==> config.mk <==
export PLATFORM = sky130hd
export DESIGN_NAME = mdu_iter
export DESIGN_NICKNAME = d
export VERILOG_FILES = /design/src/rtl/mdu_pkg.sv /design/src/rtl/mdu_step.sv /design/src/rtl/mdu_iter.sv
export SDC_FILE = /design/constraint.sdc
export NUM_CORES = 1
export LEC_CHECK = 0
export CAP_MARGIN = 20
export CORE_MARGIN = 4
export CORE_UTILIZATION = 60
export DETAILED_ROUTE_END_ITERATION = 8
export DONT_BUFFER_PORTS = 1
export PLACE_DENSITY = 0.91
export SLEW_MARGIN = 25
export SYNTH_ARGS = -nofsm -noshare
export SYNTH_HDL_FRONTEND = slang
export SYNTH_HIERARCHICAL = 1
export SYNTH_SLANG_ARGS = --single-unit
==> constraint.sdc <==
create_clock -name clk -period 3.59 [get_ports clk]
set_clock_uncertainty 0.15 [all_clocks]
set_input_delay 1.077 -clock clk [delete_from_list [all_inputs] [get_ports clk]]
set_output_delay 1.077 -clock clk [all_outputs]
set_load 0.03 [all_outputs]
==> src/rtl/mdu_pkg.sv <==
// Shared definitions for the iterative multiply/divide unit:
// operation encodings and the sequencing state enum.
package mdu_pkg;

    localparam logic [2:0] MDU_MULT  = 3'd0;
    localparam logic [2:0] MDU_MULTU = 3'd1;
    localparam logic [2:0] MDU_DIV   = 3'd2;
    localparam logic [2:0] MDU_DIVU  = 3'd3;
    localparam logic [2:0] MDU_MTHI  = 3'd4;
    localparam logic [2:0] MDU_MTLO  = 3'd5;

    typedef enum logic [1:0] {
        IDLE,
        RUN,
        FIX
    } mdu_state_e;

endpackage

==> src/rtl/mdu_step.sv <==
// One combinational radix-2 step: shift-add for multiply, restoring
// shift-subtract for divide.
// Ports: div_i mode select; acc_i/acc_o 2*WIDTH accumulator (multiply
// product, or dividend/quotient in the low half); rem_i/rem_o partial
// remainder; opb_i multiplicand or divisor; qbit_o new quotient bit.
module mdu_step #(
    parameter int WIDTH = 32
) (
    input  logic               div_i,
    input  logic [2*WIDTH-1:0] acc_i,
    input  logic [WIDTH-1:0]   rem_i,
    input  logic [WIDTH-1:0]   opb_i,
    output logic [2*WIDTH-1:0] acc_o,
    output logic [WIDTH-1:0]   rem_o,
    output logic               qbit_o
);

    logic [WIDTH:0] sum;
    logic [WIDTH:0] shifted;

    always_comb begin
        sum     = {1'b0, acc_i[2*WIDTH-1:WIDTH]}
                + (acc_i[0] ? {1'b0, opb_i} : '0);
        // Remainder widened by one bit so the shifted-in dividend bit
        // never drops a carry before the compare.
        shifted = {rem_i, acc_i[WIDTH-1]};
        qbit_o  = div_i & (shifted >= {1'b0, opb_i});
        if (div_i) begin
            // Quotient bit slot left at zero; parent merges qbit_o.
            acc_o = {acc_i[2*WIDTH-1:WIDTH], acc_i[WIDTH-2:0], 1'b0};
            rem_o = qbit_o ? WIDTH'(shifted - {1'b0, opb_i})
                           : shifted[WIDTH-1:0];
        end else begin
            acc_o = {sum, acc_i[WIDTH-1:1]};
            rem_o = rem_i;
        end
    end

endmodule

==> src/rtl/mdu_iter.sv <==
// Iterative signed/unsigned multiply/divide unit with HI/LO registers.
// Ports: clk, rst_n (async active-low); start/op/srcA/srcB request;
// flush aborts; busy/done handshake; hi/lo architectural results.
module mdu_iter
    import mdu_pkg::*;
#(
    parameter int WIDTH = 32
) (
    input  logic             clk,
    input  logic             rst_n,
    input  logic             start,
    input  logic [2:0]       op,
    input  logic [WIDTH-1:0] srcA,
    input  logic [WIDTH-1:0] srcB,
    input  logic             flush,
    output logic             busy,
    output logic             done,
    output logic [WIDTH-1:0] hi,
    output logic [WIDTH-1:0] lo
);

    localparam int CNT_W = $clog2(WIDTH) + 1;

    mdu_state_e           state_q, state_d;
    logic [CNT_W-1:0]     cnt_q, cnt_d;
    logic                 div_q, div_d;
    logic [WIDTH-1:0]     opb_q, opb_d;
    logic [2*WIDTH-1:0]   acc_q, acc_d;
    logic [WIDTH-1:0]     rem_q, rem_d;
    logic                 neg_lo_q, neg_lo_d;
    logic                 neg_hi_q, neg_hi_d;
    logic [WIDTH-1:0]     hi_q, hi_d;
    logic [WIDTH-1:0]     lo_q, lo_d;
    logic                 busy_q, busy_d;
    logic                 done_q, done_d;
    logic                 mt_q, mt_d;

    logic [2*WIDTH-1:0]   step_acc;
    logic [WIDTH-1:0]     step_rem;
    logic                 step_q;
    logic                 sgn_op, sa, sb;
    logic [WIDTH-1:0]     a_abs, b_abs;
    logic [2*WIDTH-1:0]   prod;

    mdu_step #(.WIDTH(WIDTH)) u_step (
        .div_i  (div_q),
        .acc_i  (acc_q),
        .rem_i  (rem_q),
        .opb_i  (opb_q),
        .acc_o  (step_acc),
        .rem_o  (step_rem),
        .qbit_o (step_q)
    );

    always_comb begin
        sgn_op = (op == MDU_MULT) || (op == MDU_DIV);
        sa     = sgn_op & srcA[WIDTH-1];
        sb     = sgn_op & srcB[WIDTH-1];
        a_abs  = sa ? -srcA : srcA;
        b_abs  = sb ? -srcB : srcB;
        prod   = neg_lo_q ? -acc_q : acc_q;
    end

    always_comb begin
        state_d  = state_q;
        cnt_d    = cnt_q;
        div_d    = div_q;
        opb_d    = opb_q;
        acc_d    = acc_q;
        rem_d    = rem_q;
        neg_lo_d = neg_lo_q;
        neg_hi_d = neg_hi_q;
        hi_d     = hi_q;
        lo_d     = lo_q;
        busy_d   = 1'b0;
        done_d   = 1'b0;
        mt_d     = 1'b0;
        unique case (state_q)
            IDLE: begin
                if (!flush) begin
                    // MTHI/MTLO report completion one cycle after the write.
                    done_d = mt_q;
                    if (start) begin
                        unique case (op)
                            MDU_MULT, MDU_MULTU, MDU_DIV, MDU_DIVU: begin
                                state_d  = RUN;
                                busy_d   = 1'b1;
                                cnt_d    = '0;
                                div_d    = (op == MDU_DIV) || (op == MDU_DIVU);
                                opb_d    = b_abs;
                                acc_d    = {{WIDTH{1'b0}}, a_abs};
                                rem_d    = '0;
                                neg_hi_d = sa;
                                // A zero divisor leaves the all-ones
                                // quotient unsigned.
                                neg_lo_d = (sa ^ sb) &
                                           !(div_d && (srcB == '0));
                            end
                            MDU_MTHI: begin
                                hi_d = srcA;
                                mt_d = 1'b1;
                            end
                            MDU_MTLO: begin
                                lo_d = srcA;
                                mt_d = 1'b1;
                            end
                            default: ;
                        endcase
                    end
                end
            end
            RUN: begin
                if (flush) begin
                    state_d = IDLE;
                end else begin
                    busy_d = 1'b1;
                    acc_d  = step_acc | {{(2*WIDTH-1){1'b0}}, step_q};
                    rem_d  = step_rem;
                    cnt_d  = cnt_q + CNT_W'(1);
                    if (cnt_q == CNT_W'(WIDTH - 1)) begin
                        state_d = FIX;
                    end
                end
            end
            FIX: begin
                state_d = IDLE;
                if (!flush) begin
                    busy_d = 1'b1;
                    done_d = 1'b1;
                    if (div_q) begin
                        lo_d = neg_lo_q ? -acc_q[WIDTH-1:0] : acc_q[WIDTH-1:0];
                        hi_d = neg_hi_q ? -rem_q : rem_q;
                    end else begin
                        hi_d = prod[2*WIDTH-1:WIDTH];
                        lo_d = prod[WIDTH-1:0];
                    end
                end
            end
            default: state_d = IDLE;
        endcase
    end

    always_ff @(posedge clk or negedge rst_n) begin
        if (!rst_n) begin
            state_q  <= IDLE;
            cnt_q    <= '0;
            div_q    <= 1'b0;
            opb_q    <= '0;
            acc_q    <= '0;
            rem_q    <= '0;
            neg_lo_q <= 1'b0;
            neg_hi_q <= 1'b0;
            hi_q     <= '0;
            lo_q     <= '0;
            busy_q   <= 1'b0;
            done_q   <= 1'b0;
            mt_q     <= 1'b0;
        end else begin
            state_q  <= state_d;
            cnt_q    <= cnt_d;
            div_q    <= div_d;
            opb_q    <= opb_d;
            acc_q    <= acc_d;
            rem_q    <= rem_d;
            neg_lo_q <= neg_lo_d;
            neg_hi_q <= neg_hi_d;
            hi_q     <= hi_d;
            lo_q     <= lo_d;
            busy_q   <= busy_d;
            done_q   <= done_d;
            mt_q     <= mt_d;
        end
    end

    assign busy = busy_q;
    assign done = done_q;
    assign hi   = hi_q;
    assign lo   = lo_q;

endmodule
## After elaboration in Yosys (flattened, before gate mapping)

Cells that the tools add are included.

| storage, ports and cells | value |
|---|---|
| bits in registers | 206 |
| word-level logic and storage cells | 117 |

| cells by class | value |
|---|---|
| bitwise operators | 7 |
| $lt $le $gt $ge | 1 |
| $add $sub $neg | 8 |
| eq/ne operators | 17 |
| reduce and logical (&&, ||, !) cells | 18 |
| muxes and demuxes | 53 |

Operator list:

| kind | number |
|---|---|
| $mux W32 | 21 |
| $mux W64 | 6 |
| $pmux W32 S2 | 3 |
| $neg A32 Y32 | 4 |
| $pmux W64 S2 | 1 |
| $neg A64 Y64 | 1 |
| $or A64 B1 Y64 | 1 |
| $add A32 B33 Y33 | 1 |
| $ge A33 B32 Y1 | 1 |
| $logic_not A32 Y1 | 1 |
| $sub A32 B32 Y32 | 1 |
| $mux W6 | 4 |
| $reduce_and A5 Y1 | 3 |
| $pmux W6 S2 | 1 |
| $mux W2 | 5 |
| $ne A2 B2 Y1 const B | 5 |
| $mux W1 | 9 |
| $reduce_and A4 Y1 | 2 |
| $add A6 B1 Y6 const B | 1 |
| $eq A3 B2 Y1 const B | 2 |
| $eq A3 B3 Y1 const B | 2 |
| $eq A6 B5 Y1 const B | 1 |
| $ne A2 B1 Y1 const B | 3 |
| $reduce_and A6 Y1 | 1 |
| other kinds (17) | 24 |

## Logic depth before layout (Yosys ltp)

Gate-level depths: netlist of the first run.

| depth | value |
|---|---|
| depth after elaboration | 8 |
| depth in mapped cells | 15 |
| gate-level depth less buffers | 14 |

## Modules after synthesis

Netlist of the first run, hierarchy kept.

By module, submodules not included:

| module | cells each | area an instance (sq um) | times used |
|---|---|---|---|
| mdu_iter | 1526 | 12698.4 | 1 |
| mdu_step | 751 | 5056.1 | 1 |

## Least setup slack after synthesis of the first run

Ideal clock, no wire load.

| path | value |
|---|---|
| path kind | register to register |
| start point | reg acc_q[4] |
| end point | reg hi_q[21] (netlist: hi[21]) |
| setup time | 0.122 ns |
| buffers on the path | 3 |
| required time | 3.318 ns |
| arrival time | 3.207 ns |
| stages on the path, launching flop included | 10 |
| slack | 0.111 ns |
| cell sequence | dfrtp_1 > or4_1 > buf_2 > or4_4 > buf_6 > or4_1 > buf_2 > or4_1 > a21o_1 > a32o_1 |

| between the ends | value |
|---|---|
| cells in the longest elaborated chain, start to end | 5 |

Ends and longest elaborated chain:

| item | RTL line | RTL |
|---|---|---|
| start, declared | mdu_iter.sv:28 | `logic [2*WIDTH-1:0] acc_q, acc_d;` |
| start signal, assigned | mdu_iter.sv:149 | `acc_q <= '0;` |
| start signal, assigned | mdu_iter.sv:163 | `acc_q <= acc_d;` |
| $neg A64 Y64 | mdu_iter.sv:61 | `prod = neg_lo_q ? -acc_q : acc_q;` |
| $mux W64 | mdu_iter.sv:61 |  |
| $mux W32 | mdu_iter.sv:130 | `if (div_q) begin` |
| $mux W32 | mdu_iter.sv:127 | `if (!flush) begin` |
| $pmux W32 S2 | mdu_iter.sv:78 | `unique case (state_q)` |
| end signal, assigned | mdu_iter.sv:167 | `hi_q <= hi_d;` |
| end, declared | mdu_iter.sv:32 | `logic [WIDTH-1:0] hi_q, hi_d;` |

No other way between the ends. The select of a mux whose other input is x is not followed.
A chain may end at the register's enable or synchronous reset.

## Worst setup path after layout of the first run

| path | value |
|---|---|
| start point | reg opb_q[1] |
| end point | reg acc_q[62] |

| between the ends | value |
|---|---|
| cells in the longest elaborated chain, start to end | 6 |

Ends and longest elaborated chain:

| item | RTL line | RTL |
|---|---|---|
| start, declared | mdu_iter.sv:27 | `logic [WIDTH-1:0] opb_q, opb_d;` |
| start signal, assigned | mdu_iter.sv:162 | `opb_q <= opb_d;` |
| $mux W32 | mdu_step.sv:23 | `+ (acc_i[0] ? {1'b0, opb_i} : '0);` |
| $add A32 B33 Y33 | mdu_step.sv:23 |  |
| $mux W64 | mdu_step.sv:28 | `if (div_i) begin` |
| named net step_acc[62] | mdu_iter.sv:38 | `logic [2*WIDTH-1:0] step_acc;` |
| $or A64 B1 Y64 | mdu_iter.sv:117 | `acc_d = step_acc \| {{(2*WIDTH-1){1'b0}}, step_q};` |
| $mux W64 | mdu_iter.sv:113 | `if (flush) begin` |
| $pmux W64 S2 | mdu_iter.sv:78 |  |

The timed path passes the listed nets, and every way through them passes these cells. The select of a mux whose other input is x is not followed.

==> results of run 1 <==
-- how the worst min path moves through the flow --
stage,start,cells after the start,to
2_1_floorplan,mt_q,2,done
3_3_place_gp,mt_q,2,done
3_5_place_dp,mt_q,2,done
4_1_cts,rst_n,0,rem_q[4]
5_1_grt,rst_n,0,acc_q[3]
6_report,rst_n,0,acc_q[3]
-- metrics by stage --
stage / util (%) / instance area [sq um] / cells / worst slack, ns
after floorplan: - / 17800 / 2277 / 0.111
after global placement: 65.1 / 18800 / 2664 / 0.0434
after detailed placement: 65.1 / 18800 / 2664 / -0.0236
after CTS: 68.1 / 19700 / 2709 / 0.0690
after global routing: 68.6 / 19900 / 2713 / -0.0168
final: 68.6 / 19900 / 2714 / 0.105
-- power groups by stage --
| stage | sequential (W) | combinational, W | clock, W |
|---|---|---|---|
| final | 0.00516 | 0.0110 | 0.00275 |
| after floorplan | 0.00467 | 0.00744 | 0 |
| after global routing | 0.00524 | 0.0119 | 0.00286 |
| after CTS | 0.00510 | 0.0106 | 0.00275 |
| after detailed placement | 0.00514 | 0.0105 | 0 |
| after global placement | 0.00509 | 0.0101 | 0 |
-- critical path: stages (launching register included) --
cell and delay, ns:
dfrtp_1 0.38, buf_4 0.15, and2_1 0.20, ha_1 0.29, a21oi_1 0.09, nand4b_1 0.29, a21oi_4 0.28, o21ai_4 0.12
o31ai_2 0.36, a31oi_2 0.20, o311ai_2 0.37, nand4b_1 0.13, o311ai_1 0.12, nand2_1 0.08, o21ai_0 0.16
-- logic make-up (layout without fill, tap and decap cells) --
family                     count (synthesis)  count (layout)  share of synthesized area, %
AOI/OAI and AO/OA                        698             698                          25.0
DFF                                      206             206                          29.0
and+or+nand+nor                          822             823                          22.1
muxes                                     81              81                          4.86
adders and majority gates                 75              75                          5.37
buffers and inverters                    211             262                          4.65
other                                      0               1                             0
xor gates and xnor gates                 184             184                          9.08
-- final cells by class --
cell class | instances | share of cell area [%]
Antenna cell | 1 | 0.0126
Tap cell | 384 | 2.42
Timing Repair Buffer | 146 | 5.79
Clock buffer | 36 | 3.56
Multi-Input combinational cell | 1861 | 60.0
Sequential cell | 206 | 26.0
Clock inverter | 9 | 0.844
Inverter | 71 | 1.34
-- placed cells by master (no fill, tap or decap), types with 19 or more instances in the layout --
| cell | Yosys | routed |
|---|---|---|
| nand2_1 | 349 | 348 |
| o21ai_0 | 246 | 241 |
| dfrtp_1 | 206 | 204 |
| nor2_1 | 160 | 160 |
| buf_4 | 0 | 141 |
| a21oi_1 | 143 | 137 |
| xnor2_1 | 97 | 97 |
| xor2_1 | 87 | 87 |
| inv_1 | 70 | 70 |
| ha_1 | 73 | 69 |
| nor3_1 | 47 | 47 |
| a21o_1 | 42 | 42 |
| mux2_2 | 42 | 42 |
| and2_1 | 39 | 39 |
| mux2i_1 | 39 | 38 |
| or3_1 | 35 | 35 |
| or4_1 | 33 | 33 |
| o31ai_1 | 35 | 33 |
| nand3_1 | 29 | 29 |
| a31oi_1 | 30 | 29 |
| o41ai_1 | 28 | 28 |
| o221ai_1 | 26 | 26 |
| clkbuf_16 | 0 | 25 |
| a211oi_1 | 21 | 21 |
| nor4_1 | 20 | 20 |
| nand4_1 | 19 | 19 |
-- sequential cells by signal, summed over array words and instances, names as in the netlist --
signal,cells
acc_q,64
mt_q,1
lo,32
cnt_q,6
neg_hi_q,1
neg_lo_q,1
rem_q,32
done,1
hi,32
opb_q,32
state_q,2
div_q,1
busy,1
-- layer usage --
| layer | up-vias | global-route usage (%) | wire length [um] |
|---|---|---|---|
| met5 | - | 0 | 13 |
| met4 | 2 | 19.5 | 4400 |
| met3 | 362 | 8.58 | 6880 |
| met2 | 1293 | 57.5 | 27200 |
| met1 | 8620 | 44.1 | 22700 |
| li1 | 8315 | - | - |
-- repair_timing --
item                       in CTS  in global routing
buffers inserted                0                  3
resized for setup               0                 24
setup endpoints to repair       0                 32
==> flow_metrics.py, run 1 <==
metrics = {
    "pwr": {
        "vdd_ir_drop_max_mv": 0.494,
        "total_power_w": 0.0189,
        "combPwrFrac_pct": 58.2,
        "powerDensity_mw_per_mm2": 954,
        "power.switching_w": 0.00962,
        "swShare_pct": 50.8,
        "power_frac_clock_pct": 14.5,
        "intPower_w": 0.00931,
        "power_leakage_nw": 8.70,
        "pwr-share-seq_pct": 27.3,
    },
    "logic_synthesis": {
        "ys_top_cells_by_count": "349 x nand2_1, 246 x o21ai_0, 206 x dfrtp_1",
        "synthCells": 2277,
        "ys_types": 84,
        "synth_area_per_cell_sq_um": 7.80,
        "synth_most_common_cell": "nand2_1",
        "synth.net_count": 2423,
        "async_flop_share_pct": 100,
        "yosys_warnings": 6,
        "ys_seq_area_share_pct": 29.0,
        "synth_flop_cell": "dfrtp_1",
        "yosys_register_bits": 206,
        "synth_top_area_cell": "dfrtp_1",
        "synth_edf_count": 0,
        "synth.cell_area_sq_mm": 0.0178,
        "synth_top_area_share_pct": 29.0,
        "synth_area_leaders": "dfrtp_1 29%, nand2_1 7.4%, o21ai_0 6.9%, ha_1 5.1%, xnor2_1 4.8%",
    },
    "timing": {
        "finalMaxSlewViolations": 0,
        "fmax_mhz": 287,
        "setup_tns_ns": 0,
        "whs_ns": 0.0596,
        "fin_crit_sh_pct": 97.1,
        "setup_viol": 0,
        "fin_crit_ns": 3.48,
        "finalHoldViolCount": 0,
        "worst_pin_slew_ns": 1.05,
        "maxSlewHeadroom_pct": 30.1,
    },
    "die": {
        "fp.dieArea_sq_mm": 0.0324,
        "ios": 137,
        "die_y_um": 180,
        "fp.dieW_um": 180,
        "start_util_pct": 61.4,
        "fp-row-count": 62,
        "coreArea_sq_mm": 0.0289,
    },
    "clocking": {
        "cts_sinks": 206,
        "hold_buffers": 0,
        "cts_root_buf": "clkbuf_16",
        "cts_buffers": 25,
        "insertion_delay_ns": 0.57,
        "htree_levels": 1,
        "tritoncts": "built",
        "clockBufferDepth": 3,
        "cts.clk_slew.worst_paths_ns": 0.06,
    },
    "worst_setup_path": {
        "cp.required_ns": 3.90,
        "arrival_ns": 3.80,
        "crit_path_max_fanout": 5,
        "r2r-end": "acc_q[62]",
        "end_kind": "flop",
        "ff2ff_setup_slack_ns": 0.11,
        "crit_start": "opb_q[1]",
        "worst_setup_path_start_kind": "flop",
        "rr_worst_depth": 14,
        "critical_path_class": "reg -> reg",
        "cp-endpoint": "acc_q[62]",
        "r2r_start": "opb_q[1]",
    },
    "routing": {
        "dr.pass1.iters": 6,
        "num_vias": 18600,
        "drtIter0Drc": 2511,
        "wirelength_mm": 61.2,
        "vias_per_cell": 6.85,
        "drcViolationCount": 0,
        "wl_per_cell_um": 22.6,
        "drtAntennaViolNets": 0,
    },
    "global_route": {
        "grt_max_degree": 207,
        "grtUsageTotal_pct": 35.6,
        "grt_pass1_vias": 17700,
        "grt_overflow_total": 0,
        "grt_pass1_wl_mm": 95.8,
        "antenna_found_initial": 1,
    },
    "layout": {
        "nNetsFinal": 2457,
        "seq_area_sq_mm": 0.00516,
        "fillers": 2265,
        "syn2layout_area_growth_pct": 11.8,
        "multi_input_area_sq_mm": 0.0119,
        "layout-drive-gt1-share_pct": 12.2,
    },
    "placed_design": {
        "routabilityCongestion": 1.02,
        "hpwl_mm": 44.4,
        "port_buffers": 0,
    },
    "run": {
        "cap_violations": 0,
    },
    "min_path": {
        "hp-class": "in -> async",
    },
    "run_status": {
        "outcome": "completed",
    },
}
Note: power is estimated with default switching activity, not from simulation.
==> run 2: changes to the inputs <==
- CORE_MARGIN: 4 -> 1.5
==> run 2 against run 1 <==
Worst setup slack lost 0.033 ns; wire length shrank 2.5%; core utilization shrank 0.64 points; sequential share of layout area grew 0.25 points; first-iteration DRC count shrank 20%; combinational power is essentially flat; die area shrank 5.5%; power shrank 2.5%.
==> flow_metrics.py, run 2 (synthesis results as in run 1) <==
metrics = {
    "worst_setup_path": {
        "critical_path_class": "reg -> reg",
        "crit_path_max_fanout": 3,
        "rr_worst_depth": 14,
        "end_kind": "flop",
        "worst_setup_path_start_kind": "flop",
        "arrival_ns": 3.79,
        "cp.required_ns": 3.86,
    },
    "layout": {
        "seq_area_sq_mm": 0.00516,
        "fillers": 2363,
        "largest_reg_flops": 64,
        "syn2layout_area_growth_pct": 10.8,
        "final_cells": 2709,
        "final_cell_mix": "348 x nand2_1, 239 x o21ai_0, 203 x dfrtp_1",
        "final_common_cell": "nand2_1",
        "n_antenna_cell": 0,
        "nNetsFinal": 2452,
        "regMostFlops": "acc_q",
        "multi_input_area_sq_mm": 0.0118,
        "layout-drive-gt1-share_pct": 11.7,
    },
    "global_route": {
        "antenna_found_initial": 1,
        "grt_overflow_total": 0,
        "grt_pass1_vias": 17300,
        "grt_max_degree": 207,
        "grtUsageTotal_pct": 38.2,
        "grt_pass1_wl_mm": 94.0,
    },
    "placed_design": {
        "hpwl_mm": 44.2,
        "port_buffers": 0,
        "placed_cells_incl_taps": 2658,
        "routabilityCongestion": 1.02,
    },
    "routing": {
        "num_vias": 18300,
        "drtAntennaViolNets": 0,
        "drtIter0Drc": 2016,
        "drcViolationCount": 0,
        "vias_per_cell": 6.76,
        "wirelength_mm": 59.7,
        "wl_per_cell_um": 22.0,
        "dr.pass1.iters": 6,
    },
    "clocking": {
        "insertion_delay_ns": 0.56,
        "cts_buffers": 25,
        "tritoncts": "built",
        "clockBufferDepth": 3,
        "cts.clk_slew.worst_paths_ns": 0.06,
        "cts_sinks": 206,
        "htree_levels": 1,
        "cts_root_buf": "clkbuf_16",
        "hold_buffers": 0,
    },
    "pwr": {
        "power_leakage_nw": 8.62,
        "total_power_w": 0.0185,
        "vdd_ir_drop_max_mv": 0.421,
        "powerDensity_mw_per_mm2": 938,
    },
    "timing": {
        "fin_crit_ns": 3.52,
        "fmax_mhz": 284,
        "worst_pin_slew_ns": 0.934,
        "rsz0062_at_grt": "true",
        "finalMaxSlewViolations": 0,
        "finalHoldViolCount": 0,
        "maxSlewHeadroom_pct": 37.7,
        "fin_crit_sh_pct": 98.0,
        "setup_viol": 0,
    },
    "die": {
        "fp.dieW_um": 175,
        "ios": 137,
        "fp.dieArea_sq_mm": 0.0306,
        "fp-row-count": 62,
        "die_y_um": 175,
        "coreArea_sq_mm": 0.0289,
        "start_util_pct": 61.4,
    },
    "run": {
        "cap_violations": 0,
    },
    "min_path": {
        "hp-class": "in -> async",
    },
    "run_status": {
        "outcome": "completed",
    },
}
==> run 2: path summary, 6_finish.rpt <==
check | start | endpoint | slack [ns]
worst min register to register | mt_q | done | 0.35
worst max-delay path | acc_q[0] | acc_q[61] | 0.07
min in group clk | mt_q | done | 0.35
max in group asynchronous | rst_n | neg_lo_q | 2.51
worst max register to register | acc_q[0] | acc_q[61] | 0.07
worst min-delay path | rst_n | lo[6] | 0.06
==> run 2: metrics by stage <==
step / instance area, sq um / worst slack [ns] / TNS [ns] / utilization [%] / hold slack, ns
global placement: 18800 / 0.0707 / 0 / 64.9 / 0.323
CTS: 19600 / 0.0490 / 0 / 67.7 / 0.0489
detailed placement: 18800 / 0.0654 / 0 / 64.9 / 0.341
global route: 19700 / -0.0139 / -0.0248 / 68.0 / 0.0537
floorplan: 17800 / 0.111 / 0 / - / 0.313
finish: 19700 / 0.0722 / 0 / 68.0 / 0.0594
==> run 2: critical path, stage by stage (launching register included) <==
cell,delay (ns)
dfrtp_1,0.43
and2_1,0.18
ha_1,0.22
fa_2,0.36
a21o_1,0.19
a211oi_2,0.27
o21a_1,0.19
a311o_1,0.24
a21oi_1,0.13
o311a_1,0.40
or3_1,0.32
nand2_1,0.07
o21ai_1,0.05
nand2_1,0.07
o21ai_0,0.08
==> run 2: final cells by class <==
type | instances | share of cell area, %
clock buffers | 36 | 3.54
clock inverters | 10 | 0.483
inverters | 71 | 1.35
multi-input cells | 1860 | 60.2
flip-flops and latches | 206 | 26.2
well taps | 384 | 2.44
repair buffers | 142 | 5.69
==> run 2: per-layer routing <==
metal	routed length, um	GRT usage [%]	part of all wire [%]
met2	27600	64.2	46
met1	23100	48.1	39
met5	0	0	0
met3	6200	7.35	10
met4	2840	15.6	4.8
==> run 2: repair_timing <==
item | in CTS | in global routing
gates resized for setup | 0 | 16
buffers inserted | 0 | 5
setup endpoints to repair | 0 | 20
==> run 2: power breakdown <==
part / internal, W / switching [W]
clock network: 0.00143 / 0.00112
registers: 0.00320 / 0.00189
logic: 0.00436 / 0.00646
total: 0.00899 / 0.00947
